[src/rtl/sram_port_arbiter.sv]
// sram_port_arbiter: two read clients and two write clients sharing one
// 1R1W synchronous SRAM. Each port has its own two-client round-robin
// arbiter; a read that collides with the granted write on the same address
// is held off for a cycle so the write lands first.
module sram_port_arbiter #(
    parameter int DATA_WIDTH = 128,
    parameter int ADDR_WIDTH = 12
) (
    input  logic                    clk,
    input  logic                    rst,
    input  logic [1:0]              rd_valid,
    input  logic [2*ADDR_WIDTH-1:0] rd_addr,
    output logic [1:0]              rd_ready,
    output logic [1:0]              rsp_valid,
    output logic [DATA_WIDTH-1:0]   rsp_data,
    input  logic [1:0]              wr_valid,
    input  logic [2*ADDR_WIDTH-1:0] wr_addr,
    input  logic [2*DATA_WIDTH-1:0] wr_data,
    output logic [1:0]              wr_ready,
    output logic                    sram_re,
    output logic [ADDR_WIDTH-1:0]   sram_radr,
    output logic                    sram_we,
    output logic [ADDR_WIDTH-1:0]   sram_wadr,
    output logic [DATA_WIDTH-1:0]   sram_d,
    input  logic [DATA_WIDTH-1:0]   sram_q
);

    logic       rd_ptr_q, rd_ptr_d;
    logic       wr_ptr_q, wr_ptr_d;
    logic [1:0] rsp_valid_q, rsp_valid_d;

    logic [1:0]            rd_win;
    logic [1:0]            wr_win;
    logic [ADDR_WIDTH-1:0] rd_addr_c0, rd_addr_c1, rd_addr_sel;
    logic [ADDR_WIDTH-1:0] wr_addr_c0, wr_addr_c1, wr_addr_sel;
    logic [DATA_WIDTH-1:0] wr_data_sel;
    logic                  collision;

    // Unpack per-client address and data fields.
    always_comb begin
        rd_addr_c0 = rd_addr[0 +: ADDR_WIDTH];
        rd_addr_c1 = rd_addr[ADDR_WIDTH +: ADDR_WIDTH];
        wr_addr_c0 = wr_addr[0 +: ADDR_WIDTH];
        wr_addr_c1 = wr_addr[ADDR_WIDTH +: ADDR_WIDTH];
    end

    // Round-robin winners: the pointed-to client first, the other only if the preferred one is idle.
    always_comb begin
        rd_win = '0;
        if (rd_valid[rd_ptr_q]) begin
            rd_win[rd_ptr_q] = 1'b1;
        end else if (rd_valid[~rd_ptr_q]) begin
            rd_win[~rd_ptr_q] = 1'b1;
        end
        wr_win = '0;
        if (wr_valid[wr_ptr_q]) begin
            wr_win[wr_ptr_q] = 1'b1;
        end else if (wr_valid[~wr_ptr_q]) begin
            wr_win[~wr_ptr_q] = 1'b1;
        end
    end

    // Select the winning client's fields and detect a same-address read/write collision.
    always_comb begin
        rd_addr_sel = rd_win[1] ? rd_addr_c1 : rd_addr_c0;
        wr_addr_sel = wr_win[1] ? wr_addr_c1 : wr_addr_c0;
        wr_data_sel = wr_win[1] ? wr_data[DATA_WIDTH +: DATA_WIDTH]
                                : wr_data[0 +: DATA_WIDTH];
        collision   = (|rd_win) && (|wr_win) && (rd_addr_sel == wr_addr_sel);
    end

    // Handshake and SRAM pin outputs; everything is forced idle while reset is held.
    always_comb begin
        rd_ready  = '0;
        wr_ready  = '0;
        if (!rst) begin
            wr_ready = wr_win;
            rd_ready = collision ? 2'b00 : rd_win;
        end
        sram_re   = |rd_ready;
        sram_radr = rd_addr_sel;
        sram_we   = |wr_ready;
        sram_wadr = wr_addr_sel;
        sram_d    = wr_data_sel;
        rsp_valid = rsp_valid_q;
        rsp_data  = sram_q;
    end

    // Next-state: pointers move past the granted client, response valid tracks last read accept.
    always_comb begin
        rd_ptr_d = rd_ptr_q;
        if (rd_ready[0]) begin
            rd_ptr_d = 1'b1;
        end else if (rd_ready[1]) begin
            rd_ptr_d = 1'b0;
        end
        wr_ptr_d = wr_ptr_q;
        if (wr_ready[0]) begin
            wr_ptr_d = 1'b1;
        end else if (wr_ready[1]) begin
            wr_ptr_d = 1'b0;
        end
        rsp_valid_d = rd_ready;
    end

    // State registers with asynchronous reset; reset drops any in-flight response.
    always_ff @(posedge clk or posedge rst) begin
        if (rst) begin
            rd_ptr_q    <= 1'b0;
            wr_ptr_q    <= 1'b0;
            rsp_valid_q <= '0;
        end else begin
            rd_ptr_q    <= rd_ptr_d;
            wr_ptr_q    <= wr_ptr_d;
            rsp_valid_q <= rsp_valid_d;
        end
    end

endmodule

[config.mk]
export PLATFORM = sky130hd
export DESIGN_NAME = sram_port_arbiter
export DESIGN_NICKNAME = d
export VERILOG_FILES = /design/src/rtl/sram_port_arbiter.sv
export SDC_FILE = /design/constraint.sdc
export NUM_CORES = 1
export LEC_CHECK = 0
export ABC_CLOCK_PERIOD_IN_PS = 2600
export CAP_MARGIN = 20
export CORE_AREA = 10 10 278 280
export CTS_CLUSTER_DIAMETER = 40
export DETAILED_ROUTE_END_ITERATION = 10
export DIE_AREA = 0 0 288 290
export PLACE_DENSITY_LB_ADDON = 0.12
export SKIP_LAST_GASP = 1
export SYNTH_ARGS = -nofsm -noshare
export SYNTH_HDL_FRONTEND = slang
export SYNTH_SLANG_ARGS = --single-unit
[constraint.sdc]
create_clock -name clk -period 2.6 [get_ports clk]
set_input_delay 0.52 -clock clk [delete_from_list [all_inputs] [get_ports clk]]
set_output_delay 0.52 -clock clk [all_outputs]
set_load 0.005 [all_outputs]
==> results_dict.tcl, run 1 <==
set metrics [dict create \
    status "finished with violations" \
    violations "negative setup slack" \
    synth_edf_count 0 \
    power.leakage_nw 3.67 \
    critPathRequiredTime_ns 2.08 \
    ant_nets 0 \
    crit_type "primary input to output port" \
    max_freq_ghz 0.353 \
    grt_pass1_vias 5265 \
    final_layout_size_suffix_gt1_frac 0.420 \
    portBuffers 469 \
    synth.top_cells.by_area "mux2_2, buf_4, dfrtp_1" \
    core_um2 71400 \
    synth-compound-area-share 0.0544 \
    min_from "wr_ptr_q" \
    synth_area_leader_cell "mux2_2" \
    dr.pass1.iters 4 \
    cp-startpoint "rd_addr[23]" \
    slowest_delay_ns 0.43 \
    holdWs_ns 0.614 \
    tightest_slew_ns 0.286 \
    via_per_inst 2.63 \
    htreeDepth 1 \
    yosys.area_share.simple 0.0852 \
    yosys_warnings 0 \
    fin_crit_ns 2.84 \
    clock_latency_ns 0.22 \
    dp.cells 1696 \
    wirelength_um 41700 \
    place_area_um2 8460 \
    yosysMostFrequentCell "mux2_2" \
    numClockSinks 4 \
    ys_types 35 \
    antenna_found_initial 22 \
    wl_per_cell_um 23.6 \
    drv_cap 0 \
    fin_area_um2 9370 \
    vdd_drop_max_uv 185 \
    synthAdderAreaFrac 0 \
    grt_overflow 0 \
    initial_core_util 0.0461 \
    hold_viol_final 0 \
    path_max_fanout 2 \
    cts_buffers 3 \
    synth-seq-cells 4 \
    setup.worst_path.end_class "output port" \
    num_vias 4643 \
    min_path_type "flip-flop to flip-flop" \
    maxSlewHeadroom 0.808 \
    die_area_um2 83500 \
    cellPowerDensity_nw_per_um2 236 \
    reg2reg_from "rd_ptr_q" \
    synth_xor_area_frac 0.0133 \
    period_share 1.09 \
    syn_nets 817 \
    async_reset_ff_frac 1.00 \
    synth-seq-area-share 0.0304 \
    total_power_mw 2.21 \
    synth_top_family_by_area "multiplexers" \
    ff2ff_setup_slack_ns 0.50 \
    clock-root-buffer "clkbuf_16" \
    die_w_um 288 \
    synth_cells 379 \
    layout_setup_ws_ns -0.236 \
    grt_pass1_wl_um 52800 \
    post-route-drc-count 0 \
    final_cells 1766 \
    syn_to_final_growth_pct 185 \
    setup_viol 41 \
    grtUsageTotal 0.0932 \
    syn_avg_cell_area_um2 8.68 \
    start_kind "primary input" \
    dpl.hpwl_um 36300 \
    synth_top_area_frac 0.469 \
    final_util 0.131 \
    io_pins 726 \
    dieHeight_um 290 \
    synth-main-ff-cell "dfrtp_1" \
    fin_nets 1250 \
    gp_congestion 0.724 \
    final-max-slew-violation-count 0 \
    cp_slowest_cell "clkdlybuf4s50_1" \
    clock_skew_ns 0.00172 \
    crit_path_cell_trace "clkdlybuf4s50_1 > mux2_4 > xor2_4 > nor4_4 > a311oi_2 > and2_4 > buf_6" \
    drtIter0Drc 84 \
    tritoncts "built" \
    fillers 8258 \
    num_rows 98 \
    muxShareOfSynthArea 0.481 \
    grt_max_degree 13 \
    rsz0062_at_grt "yes" \
    clk_pin_slew_ns 0.03 \
    syn_area_um2 3290 \
    synth_commonest_cells "mux2_2, buf_4, nand2_1" \
    ctsLongestPathBuffers 2 \
    arrival_ns 2.32 \
]
-- placed cells by master, fill, tap and decap left out, types with 3 or more instances in the layout --
cell | synthesis | layout
xor2_2 | 0 | 3
nand3_1 | 12 | 10
clkdlybuf4s15_1 | 0 | 22
dfrtp_1 | 4 | 3
clkbuf_16 | 0 | 5
nor2_1 | 5 | 5
clkdlybuf4s50_1 | 0 | 328
dlymetal6s2s_1 | 0 | 5
o21ai_1 | 0 | 3
mux2_2 | 137 | 125
buf_16 | 0 | 9
o21ai_2 | 0 | 9
buf_6 | 2 | 21
nand4_1 | 6 | 6
nand2_1 | 15 | 15
buf_12 | 0 | 13
buf_4 | 131 | 71
mux2_4 | 2 | 14
dlygate4sd2_1 | 0 | 58
a22o_1 | 6 | 6
diode_2 | 0 | 6
inv_1 | 4 | 3
clkbuf_2 | 0 | 31
buf_2 | 11 | 12
-- registers in the layout (all words and copies together), names as in the netlist --
name / flops
rsp_valid: 2
rd_ptr_q: 1
wr_ptr_q: 1
-- what timing repair did --
| action | CTS | global route |
|---|---|---|
| hold buffers | 0 | 0 |
| cloned | 7 | 2 |
| setup endpoints to repair | 157 | 84 |
| resized for setup | 251 | 161 |
| setup buffers | 30 | 24 |
| pin swaps | 17 | 5 |
-- critical path, delay by kind of cell --
family | cells | cell delay [ns]
simple gates | 2 | 0.55
buf+inv | 2 | 0.54
mux | 1 | 0.32
xor+xnor | 1 | 0.20
compound gates | 1 | 0.18
-- where the power goes --
group          switching (mW)  internal (mW)  leakage [nW]
clock network          0.0448          0.197        0.0370
registers             0.00746         0.0705        0.0488
logic                   0.686           1.20          3.59
total                   0.738           1.47          3.67
-- cell type report --
cell class | instances | area [µm²] | area share
Timing Repair Buffer | 576 | 5670 | 0.605
Tap cell | 950 | 1190 | 0.127
Clock buffer | 3 | 75.1 | 0.00801
Antenna cell | 6 | 15.0 | 0.00160
Multi-Input combinational cell | 222 | 2290 | 0.245
Sequential cell | 4 | 101 | 0.0108
Inverter | 5 | 22.5 | 0.00240
-- metrics by stage --
step,setup slack (ns),setup TNS [ns]
after detailed placement,-1.30,-112.32
after floorplan,0.0322,0
after global routing,-0.328,-9.00
after global placement,-1.29,-112.25
after CTS,-0.239,-5.43
final,-0.236,-4.59
-- worst paths after layout --
path,to,depth (start not counted)
max reg2reg,rd_ptr_q,7
min reg2reg,wr_ptr_q,2
max,rd_ready[0],7
max in group asynchronous,rd_ptr_q,4
min,wr_ptr_q,2
min in group asynchronous,wr_ptr_q,4
-- layer usage --
| layer | up-vias | GRT usage | part of all wire |
|---|---|---|---|
| li1 | 2077 | - | - |
| met2 | 435 | 0.147 | 0.43 |
| met5 | - | 0 | 0.0023 |
| met3 | 66 | 0.0661 | 0.17 |
| met1 | 2047 | 0.105 | 0.38 |
| met4 | 18 | 0.00849 | 0.013 |
-- cells by family after synthesis --
logic type / after synthesis
XOR/XNOR: 5
buffers and inverters: 153
multiplexers: 140
AND/OR/NAND/NOR: 50
flip-flops: 4
AO/OA/AOI/OAI: 27
Note: power is estimated with default switching activity, not from simulation.
==> run 2, diff against run 1 <==
Settings changed: ABC_CLOCK_PERIOD_IN_PS 2600 to 3330, CORE_AREA 10 10 278 280 to 10 10 272 274, DIE_AREA 0 0 288 290 to 0 0 282 284, RECOVER_POWER from default to 100.
Clock period 2.6 ns to 3.33 ns, I/O delays scaled along.
==> run 2 against run 1 <==
- the flow now finishes without violations
- first-iteration DRC count increased by 12%
- sequential power decreased by 24%
- final cell count shrank 7.0%
- wire length is 13% lower
- register-to-register slack better by 0.67 ns
- global-route usage is 0.83 points lower
- critical path depth rose by 1
- non-clock buffer count down 53
- critical path type unchanged
- critical endpoint unchanged
- highest routed layer unchanged
==> results_dict.tcl, run 2 (same netlist as run 1, synthesis figures left out) <==
set metrics [dict create \
    clock_latency_ns 0.23 \
    via_per_inst 2.68 \
    p_sw_uw 503 \
    status "finished, final reports clean" \
    clock_skew_ns 0.00113 \
    fillers 7808 \
    htreeDepth 1 \
    grt_pass1_wl_um 46800 \
    vdd_drop_max_uv 85.0 \
    dr.pass1.iters 4 \
    worstHoldPathCells 2 \
    place_area_um2 8300 \
    min_path_type "flip-flop to flip-flop" \
    portBuffers 469 \
    setup.worst_path.end_class "output port" \
    setup_viol 0 \
    die_w_um 282 \
    clk_pin_slew_ns 0.03 \
    final-max-slew-violation-count 0 \
    fin_nets 1197 \
    maxSlewHeadroom 0.687 \
    ctsLongestPathBuffers 2 \
    syn_to_final_growth_pct 165 \
    drv_cap 0 \
    p_clk_frac 0.119 \
    io_pins 726 \
    wirelength_um 36300 \
    rsz0062_at_grt "yes" \
    switching_share 0.313 \
    p_seq_frac 0.037 \
    fin_crit_ns 3.27 \
    grt_pass1_vias 5080 \
    r2r.worst_path.cells 9 \
    fin_tns_setup_ns 0 \
    tritoncts "built" \
    cellPowerDensity_nw_per_um2 184 \
    final_cell_mix "clkdlybuf4s50_1, mux2_2, buf_4" \
    core_um2 68300 \
    crit_type "primary input to output port" \
    initial_core_util 0.0481 \
    dr_wl_met2_um 16300 \
    layout_commonest_cell "clkdlybuf4s50_1" \
    critPathRequiredTime_ns 2.66 \
    dr_wl_met3_um 6450 \
    arrival_ns 2.61 \
    die_area_um2 80100 \
    drtIter0Drc 94 \
    grt_overflow 0 \
    numClockSinks 4 \
    top_layer_used "met5" \
    cts.hold.buffers_added 0 \
    dieHeight_um 284 \
    dp.cells 1622 \
    path_max_fanout 2 \
    p_int_mw 1.10 \
    final_cells 1643 \
    num_rows 96 \
    power.leakage_nw 3.09 \
    num_vias 4405 \
    post-route-drc-count 0 \
    seq_area_um2 100 \
    tightest_slew_ns 0.470 \
    ant_nets 0 \
    cts_buffers 3 \
    gp_congestion 0.737 \
    dpl.hpwl_um 33500 \
    power_frac_comb 0.844 \
    hold_viol_final 0 \
    wl_per_cell_um 22.1 \
    start_kind "primary input" \
    drt-met1-wl_um 12800 \
    multiInputGateArea_um2 2290 \
    grtUsageTotal 0.0848 \
    clock-root-buffer "clkbuf_16" \
    period_share 0.983 \
    final_layout_size_suffix_gt1_frac 0.313 \
    grt_max_degree 54 \
    max_freq_ghz 0.305 \
    fin_area_um2 8720 \
    largest_reg_flops 2 \
    antenna_found_initial 28 \
]
run 2: cell types whose count changed in the layout (fill, tap and decap cells not counted), moves of 3 or more:
cell             change
buf_12              -11
buf_16               -9
buf_2               -11
buf_4               -23
buf_6               -16
clkbuf_2            -30
clkdlybuf4s15_1     -22
clkdlybuf4s50_1    +127
dlygate4sd2_1       -55
dlygate4sd3_1        +3
dlymetal6s2s_1       -5
mux2_2               +7
mux2_4               -7
run 2: power by group through the flow:
stage	registers (mW)	logic, mW	clock network, mW
2_1_floorplan	0.0582	0.497	0
3_3_place_gp	0.0602	1.33	0
3_5_place_dp	0.0599	1.31	0
4_1_cts	0.0600	1.38	0.198
5_1_grt	0.0600	1.46	0.202
6_report	0.0594	1.35	0.191
run 2: final timing paths:
path / to / slack [ns] / startpoint
setup reg to reg: rd_ptr_q / 1.17 / rd_ptr_q
setup / recovery: rd_ready[0] / 0.06 / wr_addr[20]
max in group asynchronous: rd_ptr_q / 1.85 / rst
min in group asynchronous: wr_ptr_q / 1.26 / rst
hold / removal: wr_ptr_q / 0.59 / wr_ptr_q
hold reg to reg: wr_ptr_q / 0.59 / wr_ptr_q
run 2: cell type report:
cell class                 instances  share of cell area
antenna                            4             0.00115
clock buffer                       3             0.00861
inverter                           5             0.00258
multi-input combinational        222               0.262
sequential                         4              0.0115
tap                              882               0.127
timing repair buffer             523               0.588
run 2: timing repair:
action | CTS | global route
setup buffers | 11 | 3
hold endpoints to repair | 0 | 0
pin swaps | 13 | 10
resized for setup | 74 | 11
setup endpoints to repair | 124 | 3
run 2: through the flow:
stage | worst slack, ns | utilization | hold slack [ns] | total power [mW]
floorplan | 0.470 | - | 0.437 | 0.555
global placement | -0.779 | 0.121 | 0.598 | 1.39
detailed placement | -0.776 | 0.121 | 0.584 | 1.37
CTS | 0.00493 | 0.127 | 0.604 | 1.64
global route | -0.00588 | 0.127 | 0.634 | 1.72
finish | 0.0560 | 0.128 | 0.591 | 1.60
run 2: critical path, cell delays in order:
cell and delay (ns):
clkdlybuf4s50_1 0.53, mux2_4 0.35, xor2_2 0.19, nor4_4 0.30
buf_4 0.16, a311oi_2 0.10, and2_4 0.20, buf_6 0.11
run 2: layer usage:
layer  global-route usage  vias up
met5              0.00875        -
met4              0.00722       22
met3               0.0690       62
met2                0.140      439
met1               0.0844     1919
li1                     -     1963
